==> config.mk <==
export PLATFORM = sky130hd
export DESIGN_NAME = gate_op_scheduler
export DESIGN_NICKNAME = d
export VERILOG_FILES = /design/src/rtl/gate_op_pkg.sv /design/src/rtl/gate_op_alu.sv /design/src/rtl/gate_op_scheduler.sv
export SDC_FILE = /design/constraint.sdc
export NUM_CORES = 1
export LEC_CHECK = 0
export ABC_AREA = 1
export CAP_MARGIN = 20
export CORE_MARGIN = 1.5
export CORE_UTILIZATION = 25
export CTS_CLUSTER_DIAMETER = 80
export DETAILED_ROUTE_END_ITERATION = 8
export GPL_TIMING_DRIVEN = 0
export MAX_ROUTING_LAYER = met4
export SLEW_MARGIN = 0
export SYNTH_ARGS = -nofsm -noshare
export SYNTH_HDL_FRONTEND = slang
export SYNTH_HIERARCHICAL = 1
export SYNTH_SLANG_ARGS = --single-unit
==> constraint.sdc <==
create_clock -name clk -period 3.1 [get_ports clk]
set_clock_uncertainty 0.1 [all_clocks]
set_input_delay 0.465 -clock clk [delete_from_list [all_inputs] [get_ports clk]]
set_output_delay 0.465 -clock clk [all_outputs]
set_load 0.05 [all_outputs]
==> src/rtl/gate_op_pkg.sv <==
// Shared types and constants for the gate operation scheduler.
package gate_op_pkg;

    localparam int unsigned OP_W       = 3;
    localparam int unsigned OP_COUNT_W = 16;

    typedef enum logic [OP_W-1:0] {
        OP_AND     = 3'd0,
        OP_OR      = 3'd1,
        OP_XOR     = 3'd2,
        OP_NAND    = 3'd3,
        OP_NOR     = 3'd4,
        OP_XNOR    = 3'd5,
        OP_ANOTB   = 3'd6,
        OP_ILLEGAL = 3'd7
    } gate_op_e;

    typedef enum logic [1:0] {
        IDLE = 2'd0,
        EXEC = 2'd1,
        RESP = 2'd2
    } fsm_state_e;

    // Increment that sticks at all-ones instead of wrapping.
    function automatic logic [OP_COUNT_W-1:0] sat_inc(input logic [OP_COUNT_W-1:0] v);
        return (v == '1) ? v : v + OP_COUNT_W'(1);
    endfunction

endpackage

==> src/rtl/gate_op_alu.sv <==
// Combinational 2-input bitwise logic unit; opcode 7 flags an error and yields zero.
module gate_op_alu
    import gate_op_pkg::*;
#(
    parameter int unsigned WIDTH = 8
) (
    input  logic [WIDTH-1:0] a,
    input  logic [WIDTH-1:0] b,
    input  gate_op_e         op,
    output logic [WIDTH-1:0] y,
    output logic             err
);

    // Operation decode; inversions cover the full operand width.
    always_comb begin
        y   = '0;
        err = 1'b0;
        case (op)
            OP_AND:   y = a & b;
            OP_OR:    y = a | b;
            OP_XOR:   y = a ^ b;
            OP_NAND:  y = ~(a & b);
            OP_NOR:   y = ~(a | b);
            OP_XNOR:  y = ~(a ^ b);
            OP_ANOTB: y = a & ~b;
            default: begin
                y   = '0;
                err = 1'b1;
            end
        endcase
    end

endmodule

==> src/rtl/gate_op_scheduler.sv <==
// Round-robin scheduler sharing one bitwise logic unit among NUM_REQ requesters,
// one operation in flight, valid/ready on both the request and response sides.
module gate_op_scheduler
    import gate_op_pkg::*;
#(
    parameter int unsigned NUM_REQ = 4,
    parameter int unsigned WIDTH   = 8
) (
    input  logic                        clk,
    input  logic                        reset,
    input  logic [NUM_REQ-1:0]          req_valid,
    output logic [NUM_REQ-1:0]          req_ready,
    input  logic [NUM_REQ*WIDTH-1:0]    req_a,
    input  logic [NUM_REQ*WIDTH-1:0]    req_b,
    input  logic [NUM_REQ*OP_W-1:0]     req_op,
    output logic                        rsp_valid,
    input  logic                        rsp_ready,
    output logic [WIDTH-1:0]            rsp_data,
    output logic [$clog2(NUM_REQ)-1:0]  rsp_id,
    output logic                        rsp_err,
    output logic [OP_COUNT_W-1:0]       op_count
);

    localparam int unsigned IDW = $clog2(NUM_REQ);

    fsm_state_e             state_q;
    logic [IDW-1:0]         rr_ptr_q;
    logic [WIDTH-1:0]       a_q;
    logic [WIDTH-1:0]       b_q;
    gate_op_e               op_q;
    logic [IDW-1:0]         id_q;
    logic [OP_COUNT_W-1:0]  op_count_q;

    logic [WIDTH-1:0]       a_arr  [NUM_REQ];
    logic [WIDTH-1:0]       b_arr  [NUM_REQ];
    gate_op_e               op_arr [NUM_REQ];

    logic                   grant_found;
    logic [IDW-1:0]         grant_idx;
    logic [IDW-1:0]         scan_idx;
    logic [WIDTH-1:0]       alu_y;
    logic                   alu_err;

    // Unpack the flat per-requester buses.
    for (genvar g = 0; g < NUM_REQ; g++) begin : g_unpack
        assign a_arr[g]  = req_a[g*WIDTH +: WIDTH];
        assign b_arr[g]  = req_b[g*WIDTH +: WIDTH];
        assign op_arr[g] = gate_op_e'(req_op[g*OP_W +: OP_W]);
    end

    // Round-robin search: first valid requester at or after rr_ptr, wrapping.
    always_comb begin
        grant_found = 1'b0;
        grant_idx   = '0;
        scan_idx    = '0;
        for (int unsigned i = 0; i < NUM_REQ; i++) begin
            scan_idx = IDW'((32'(rr_ptr_q) + i) % NUM_REQ);
            if (!grant_found && req_valid[scan_idx]) begin
                grant_found = 1'b1;
                grant_idx   = scan_idx;
            end
        end
    end

    // One-hot accept, only while idle and out of reset.
    always_comb begin
        req_ready = '0;
        if (!reset && state_q == IDLE && grant_found) begin
            req_ready[grant_idx] = 1'b1;
        end
    end

    gate_op_alu #(.WIDTH(WIDTH)) u_alu (
        .a   (a_q),
        .b   (b_q),
        .op  (op_q),
        .y   (alu_y),
        .err (alu_err)
    );

    assign op_count = op_count_q;

    // Control FSM with operand capture, response registers and completion counter.
    always_ff @(posedge clk or posedge reset) begin
        if (reset) begin
            state_q    <= IDLE;
            rr_ptr_q   <= '0;
            a_q        <= '0;
            b_q        <= '0;
            op_q       <= OP_AND;
            id_q       <= '0;
            rsp_valid  <= 1'b0;
            rsp_data   <= '0;
            rsp_id     <= '0;
            rsp_err    <= 1'b0;
            op_count_q <= '0;
        end else begin
            case (state_q)
                IDLE: begin
                    if (grant_found) begin
                        a_q      <= a_arr[grant_idx];
                        b_q      <= b_arr[grant_idx];
                        op_q     <= op_arr[grant_idx];
                        id_q     <= grant_idx;
                        rr_ptr_q <= (grant_idx == IDW'(NUM_REQ - 1)) ? '0 : grant_idx + IDW'(1);
                        state_q  <= EXEC;
                    end
                end
                EXEC: begin
                    rsp_data  <= alu_y;
                    rsp_err   <= alu_err;
                    rsp_id    <= id_q;
                    rsp_valid <= 1'b1;
                    state_q   <= RESP;
                end
                RESP: begin
                    if (rsp_ready) begin
                        rsp_valid  <= 1'b0;
                        op_count_q <= sat_inc(op_count_q);
                        state_q    <= IDLE;
                    end
                end
                default: state_q <= IDLE;
            endcase
        end
    end

endmodule

==> metrics, run 1 <==
HP Class=reg2reg; Sink Count=53; Critical Path RT=2.53 ns; mapped cell area=about 4300 sq um; path type of the worst setup path=in2out; I/O Buffers=about 110; gr usage total=13.9%; # setup viols final=0; number of flops mapped to enable cells by yosys=0; DRT Pass-1 Iters=4; status=finished clean; static leakage=3.09 nW; Synth cell types=30; number of vias per cell=4.31; CTS Buf Count=5; hold wc startpoint=rsp_data[3]; Die Ht=134 microns; # diodes=0; Area Overhead vs Synth=37.8%; worst-skew pair later-pin latency=around 0.29 ns; die width=134 microns; initial antenna violation count=0; fmax=342 MHz; Root Buffer Master=clkbuf_16; final-report max-slew violation count=0; Ports=115; Synth Instances=655; FP Rows=47; syn avg cell area=between 6 and 7 sq um; post-synthesis sequential area ratio=31.1%; routed wire length per instance=between 10 and 15 microns; nets=885; Crit. End Element=primary output; Initial Utilization=25.6%; global placement routability congestion=0.857; remaining global-route overflow=0; Pwr Density=approximately 1100 nW/um^2; worst setup path start=req_valid[2]; fraction of layout cells with a size suffix above 1=9.13%; Max-cap violations=0; Synth top area share=between 30% and 40%; area leader, netlist=dfrtp_1; Post-synth top flop=dfrtp_1; post-route ant nets=0; Commonest cells post-synth=nand2_1, nand3_1, dfrtp_1; CP arrival=roughly 2.4 ns; total number of vias=4,301; overall power=6.38 mW; CTS tree=done; Relative slew margins=65.0%; largest net degree at the start of global routing=43; post-route minimum period=2.93 ns; syn nets=763; number of global-route vias before repair=between 4,000 and 5,000; H-tree lvl count=2; most frequent cell after synthesis=nand2_1; placed cell areas=5710 sq um; clock-pin transition on the worst setup and hold timing paths=roughly 0.070 ns; Yosys reg bits=53; Iteration-0 DRC Markers=247; worst vdd ir=0.668 mV; Async SR Flop Fraction=100%; reg-to-reg startpoint=rr_ptr_q[0]; # DRC=0; YS warnings=6; Fill cells=around 1,800; Routed Wire Length=11,900 microns; fin crit share=94.4%; CP Max Fanout=10; first-pass GRT wire length=about 20,000 microns; Critical Path Start Type=input pin; largest cells by area after synthesis=dfrtp_1, nand2_1, ha_1, nand3_1, inv_1; die area=between 15,000 and 20,000 sq um; Worst Tran Pin Value=0.524 ns; Core Region=16,600 sq um; fin area=5880 sq um; HPWL after DPL=between 9000 and 10,000 microns; final hold violation count=0; CTS Buffer Depth=2
## routing by layer
metal	track usage, %	up-vias	wire length (microns)
met5	-	-	0
met1	19.1	1878	5850
met4	2.42	0	84
met3	1.48	6	575
met2	22.3	124	5370
li1	-	2293	-
## registers in the layout, indices dropped and copies added, names as in the netlist
register,cells
a_q,8
b_q,8
id_q,2
op_count,16
op_q,3
rr_ptr_q,2
rsp_data,8
rsp_err,1
rsp_id,2
rsp_valid,1
state_q,2
## cells in the final DEF (no fill, tap or decap), types with 4 or more instances in the layout
cell	count
a21oi_1	6
buf_2	11
buf_4	10
buf_6	6
clkbuf_1	5
clkbuf_16	5
clkdlybuf4s50_1	110
dfrtp_1	53
ha_1	25
inv_1	50
inv_2	5
nand2_1	310
nand2_2	5
nand3_1	55
nand3_2	12
nand4_1	28
nor2_1	40
o21ai_0	4
xnor2_1	8
xor2_1	5
## stage by stage
step                TNS [ns]  hold WS, ns  worst slack [ns]  util [%]  cells
floorplan                  0        0.350            0.0428         -    655
global placement       -3.09        0.357            -0.778      34.2    989
detailed placement     -2.02        0.357            -0.625      34.3    990
CTS                        0        0.375            0.0104      35.2    998
global route        -0.00143        0.385          -0.00143      35.3    998
finish                     0        0.369             0.172      35.3    998
## worst max-delay path, stage by stage
cell and delay (ns):
clkdlybuf4s50_1 0.48, inv_1 0.05, nand2_1 0.08, nand3_1 0.10
nand2_2 0.13, nor2_1 0.08, nor2_2 0.13, nand2_4 0.08
nand2_2 0.12, buf_6 0.16, inv_1 0.07, nor3_2 0.23
buf_6 0.19
## cell type report
type,instances,area [sq um],share of cell area (%)
multi-input cells,513,2520,43.0
flip-flops and latches,53,1330,22.6
repair buffers,115,1160,19.7
well taps,220,275,4.68
plain buffers,32,220,3.75
inverters,57,220,3.75
clock buffers,6,139,2.36
clock inverters,2,13.8,0.234
## what timing repair did
item / CTS / global route
pin swaps: 0 / 0
resized for setup: 22 / 15
hold buffers: 0 / 0
gates cloned: 0 / 0
buffers inserted: 0 / 0
endpoints found under the setup margin: 4 / 4
## cells by family (layout without fill, tap and decap cells)
| logic type | Yosys count | after routing | synth area share [%] |
|---|---|---|---|
| AND/OR/NAND/NOR | 461 | 461 | 47.1 |
| buffers and inverters | 89 | 212 | 10.0 |
| flip-flops | 53 | 53 | 31.1 |
| adder cells (fa/ha/maj) | 25 | 25 | 7.33 |
| AO/OA/AOI/OAI | 14 | 14 | 1.76 |
| XOR/XNOR | 13 | 13 | 2.67 |
## path summary, 6_finish.rpt
check,endpoint,slack [ns],depth (start not counted)
max,req_ready[2],0.17,13
max in group asynchronous,b_q[2],2.00,3
min in group asynchronous,op_count[7],0.39,2
min reg2reg,rsp_data[3],0.37,2
max reg2reg,a_q[4],0.95,14
min,rsp_data[3],0.37,2
## power breakdown
group | switching (mW) | internal, mW | total [mW]
Combinational | 3.02 | 1.63 | 4.64
Sequential | 0.205 | 0.953 | 1.16
Clock | 0.257 | 0.322 | 0.579
Total | 3.48 | 2.90 | 6.38
Note: power is estimated with default switching activity, not from simulation.
==> inputs of run 2 (changes only) <==
--- a/config.mk
+++ b/config.mk
@@ -8,11 +8,13 @@
 export ABC_AREA = 1
 export CAP_MARGIN = 20
 export CORE_MARGIN = 1.5
-export CORE_UTILIZATION = 25
+export CORE_UTILIZATION = 51
+export CTS_BUF_LIST = sky130_fd_sc_hd__clkbuf_8
 export CTS_CLUSTER_DIAMETER = 80
 export DETAILED_ROUTE_END_ITERATION = 8
 export GPL_TIMING_DRIVEN = 0
 export MAX_ROUTING_LAYER = met4
+export PLACE_DENSITY = 0.84
 export SLEW_MARGIN = 0
 export SYNTH_ARGS = -nofsm -noshare
 export SYNTH_HDL_FRONTEND = slang
==> run 2 against run 1 <==
Against the previous run: final cell count is 11% lower; maximum frequency is 2.0% lower; worst setup slack worse by 0.059 ns; power is 0.37% lower; sequential cell count stayed put; combinational power is 3% higher; die area is 50% lower; core utilization is 34 points higher; critical path depth is 2 lower; global-route usage is 15 points higher; critical endpoint is now req_ready[1]; sequential power hardly changed; clock power is 28% lower.
==> metrics, run 2 (synthesis gave the netlist of run 1 again) <==
# diodes=0 (unchanged); first-pass GRT wire length=19,900 microns (about the same); post-route ant nets=0 (unchanged); clock-pin transition on the worst setup and hold timing paths=0.10 ns (was 0.07 ns); Iteration-0 DRC Markers=245 (was 247); status=finished clean (unchanged); Crit. End Element=primary output (unchanged); gr usage total=28.7% (was 13.9%); number of vias per cell=5.10 (was 4.31); Area Overhead vs Synth=33.3% (was 37.8%); total number of vias=4,522 (was 4,301); fin crit share=96.3% (was 94.4%); Pwr Density=1120 nW/um^2 (was 1090 nW/um^2); Critical Path RT=2.53 ns (about the same); most frequent cells in the layout=nand2_1, clkdlybuf4s50_1, nand3_1, dfrtp_1, inv_1 (unchanged); Root Buffer Master=clkbuf_8 (was clkbuf_16); Max-cap violations=0 (unchanged); Die Ht=94.5 microns (was 134 microns); HPWL after DPL=9240 microns (was 9590 microns); Ports=115 (unchanged); path type of the worst setup path=in2out (unchanged); Finished Core Util=69.6% (was 35.3%); H-tree lvl count=2 (unchanged); worst-skew pair later-pin latency=0.32 ns (was 0.29 ns); initial antenna violation count=0 (unchanged); Sink Count=53 (unchanged); remaining global-route overflow=0 (unchanged); fmax=335 MHz (was 342 MHz); die area=8920 sq um (was 17,900 sq um); Critical-path top delay cell=clkdlybuf4s50_1 (unchanged); Critical Path Start Type=input pin (unchanged); routed wire length per instance=13.5 microns (was 11.9 microns); final hold violation count=0 (unchanged); largest net degree at the start of global routing=28 (was 43); Worst Tran Pin Value=0.667 ns (was 0.524 ns); leading cell type in the layout, fill and taps excluded=nand2_1 (unchanged); worst vdd ir=0.685 mV (was 0.668 mV); RSZ-0062 raised after global routing=true; post-route minimum period=2.99 ns (was 2.93 ns); Relative slew margins=55.3% (was 65.0%); Core Region=8180 sq um (was 16,600 sq um); number of global-route vias before repair=4,375 (was 4,075); CP Max Fanout=10 (unchanged); # DRC=0 (unchanged); final-report max-slew violation count=0 (unchanged); HP Class=reg2reg (unchanged); CTS tree=done (unchanged); die width=94.5 microns (was 134 microns); setup_tns=0 ns (unchanged); static leakage=3.06 nW (was 3.09 nW); DRT Pass-1 Iters=7 (was 4); FP Rows=33 (was 47); fraction of layout cells with a size suffix above 1=9.59% (was 9.13%); crit-path max cell delay=0.48 ns (about the same); # setup viols final=0 (unchanged); CTS Buffer Depth=2 (unchanged); Cell Chain, Critical Path=clkdlybuf4s50_1 -> inv_1 -> nand2_1 -> nand3_1 -> nand2_2 -> nor2_1 -> a21boi_1 -> nand3_2 -> buf_2 -> nor3_1 -> clkbuf_4 (was clkdlybuf4s50_1 -> inv_1 -> nand2_1 -> nand3_1 -> nand2_2 -> nor2_1 -> nor2_2 -> nand2_4 -> nand2_2 -> buf_6 -> inv_1 -> nor3_2 -> buf_6); Routed Wire Length=12,000 microns (was 11,900 microns); cts-stage hold buffer count=0 (unchanged); global placement routability congestion=0.958 (was 0.857); Initial Utilization=52.2% (was 25.6%); I/O Buffers=114 (unchanged); CTS Buf Count=5 (unchanged); CP arrival=2.42 ns (was 2.36 ns); nets=889 (was 885); max FFs per register=16 (unchanged)
==> run 2: changes by cell type in the layout (fill, tap and decap cells not counted), sizes merged <==
cell,delta
buf,+2
inv,+1
clkinvlp,+4
clkbuf,-1
clkinv,-2
==> run 2: per-stage QoR <==
stage | instance area (sq um) | total power, mW | hold slack, ns | setup slack, ns | cells
6_report | 5690 | 6.36 | 0.380 | 0.114 | 887
3_3_place_gp | 5540 | 5.67 | 0.353 | -0.629 | 874
3_5_place_dp | 5540 | 5.78 | 0.360 | -0.730 | 874
4_1_cts | 5640 | 6.22 | 0.386 | 0.00446 | 883
5_1_grt | 5690 | 6.99 | 0.409 | -0.0128 | 887
2_1_floorplan | 4270 | 4.55 | 0.350 | 0.0428 | 655
==> run 2: layer usage <==
metal	up-vias	share of wire [%]	global-route usage, %
met4	0	1.1	6.59
met1	2003	45	35.5
met3	12	6.7	3.54
met5	-	0	-
li1	2293	-	-
met2	214	47	50.0
==> run 2: critical path, delay by kind of cell <==
| kind | cells | cell delay, ns |
|---|---|---|
| buf+inv | 4 | 1.02 |
| compound gates | 1 | 0.20 |
| simple gates | 6 | 0.72 |
==> run 2: area by class of cell <==
cell class / count / area (sq um)
well taps: 105 / 131
inverters: 57 / 220
repair inverters: 2 / 12.5
repair buffers: 117 / 1160
flip-flops and latches: 53 / 1330
clock inverters: 3 / 26.3
multi-input cells: 513 / 2520
plain buffers: 32 / 224
fillers: 728 / 2490
clock buffers: 5 / 68.8
==> run 2: timing repair <==
action,4_1_cts,5_1_grt
setup endpoints to repair,4,4
gates cloned,1,1
pin swaps,0,2
gates resized for setup,24,12
setup buffers,0,3
==> run 2: report_power, final <==
group          internal, mW  switching (mW)
Sequential            0.951           0.217
Clock                 0.165           0.254
Combinational          1.68            3.09
Total                  2.80            3.56
==> run 2: worst paths after layout <==
kind / startpoint / end / slack [ns] / depth (start not counted)
hold / removal: rsp_data[1] / rsp_data[1] / 0.38 / 2
hold reg to reg: rsp_data[1] / rsp_data[1] / 0.38 / 2
setup reg to reg: rr_ptr_q[0] / op_q[0] / 0.96 / 13
max in group asynchronous: reset / op_count[11] / 1.86 / 2
setup / recovery: req_valid[2] / req_ready[1] / 0.11 / 11
min in group asynchronous: reset / rsp_err / 0.59 / 2
==> inputs of run 3 (changes only) <==
--- a/config.mk
+++ b/config.mk
@@ -13,6 +13,7 @@
 export CTS_CLUSTER_DIAMETER = 80
 export DETAILED_ROUTE_END_ITERATION = 8
 export GPL_TIMING_DRIVEN = 0
+export HOLD_SLACK_MARGIN = 0.06
 export MAX_ROUTING_LAYER = met4
 export PLACE_DENSITY = 0.84
 export SLEW_MARGIN = 0
==> results of run 3 <==
No change in the layout: final DEF, timing and power equal those of run 2.
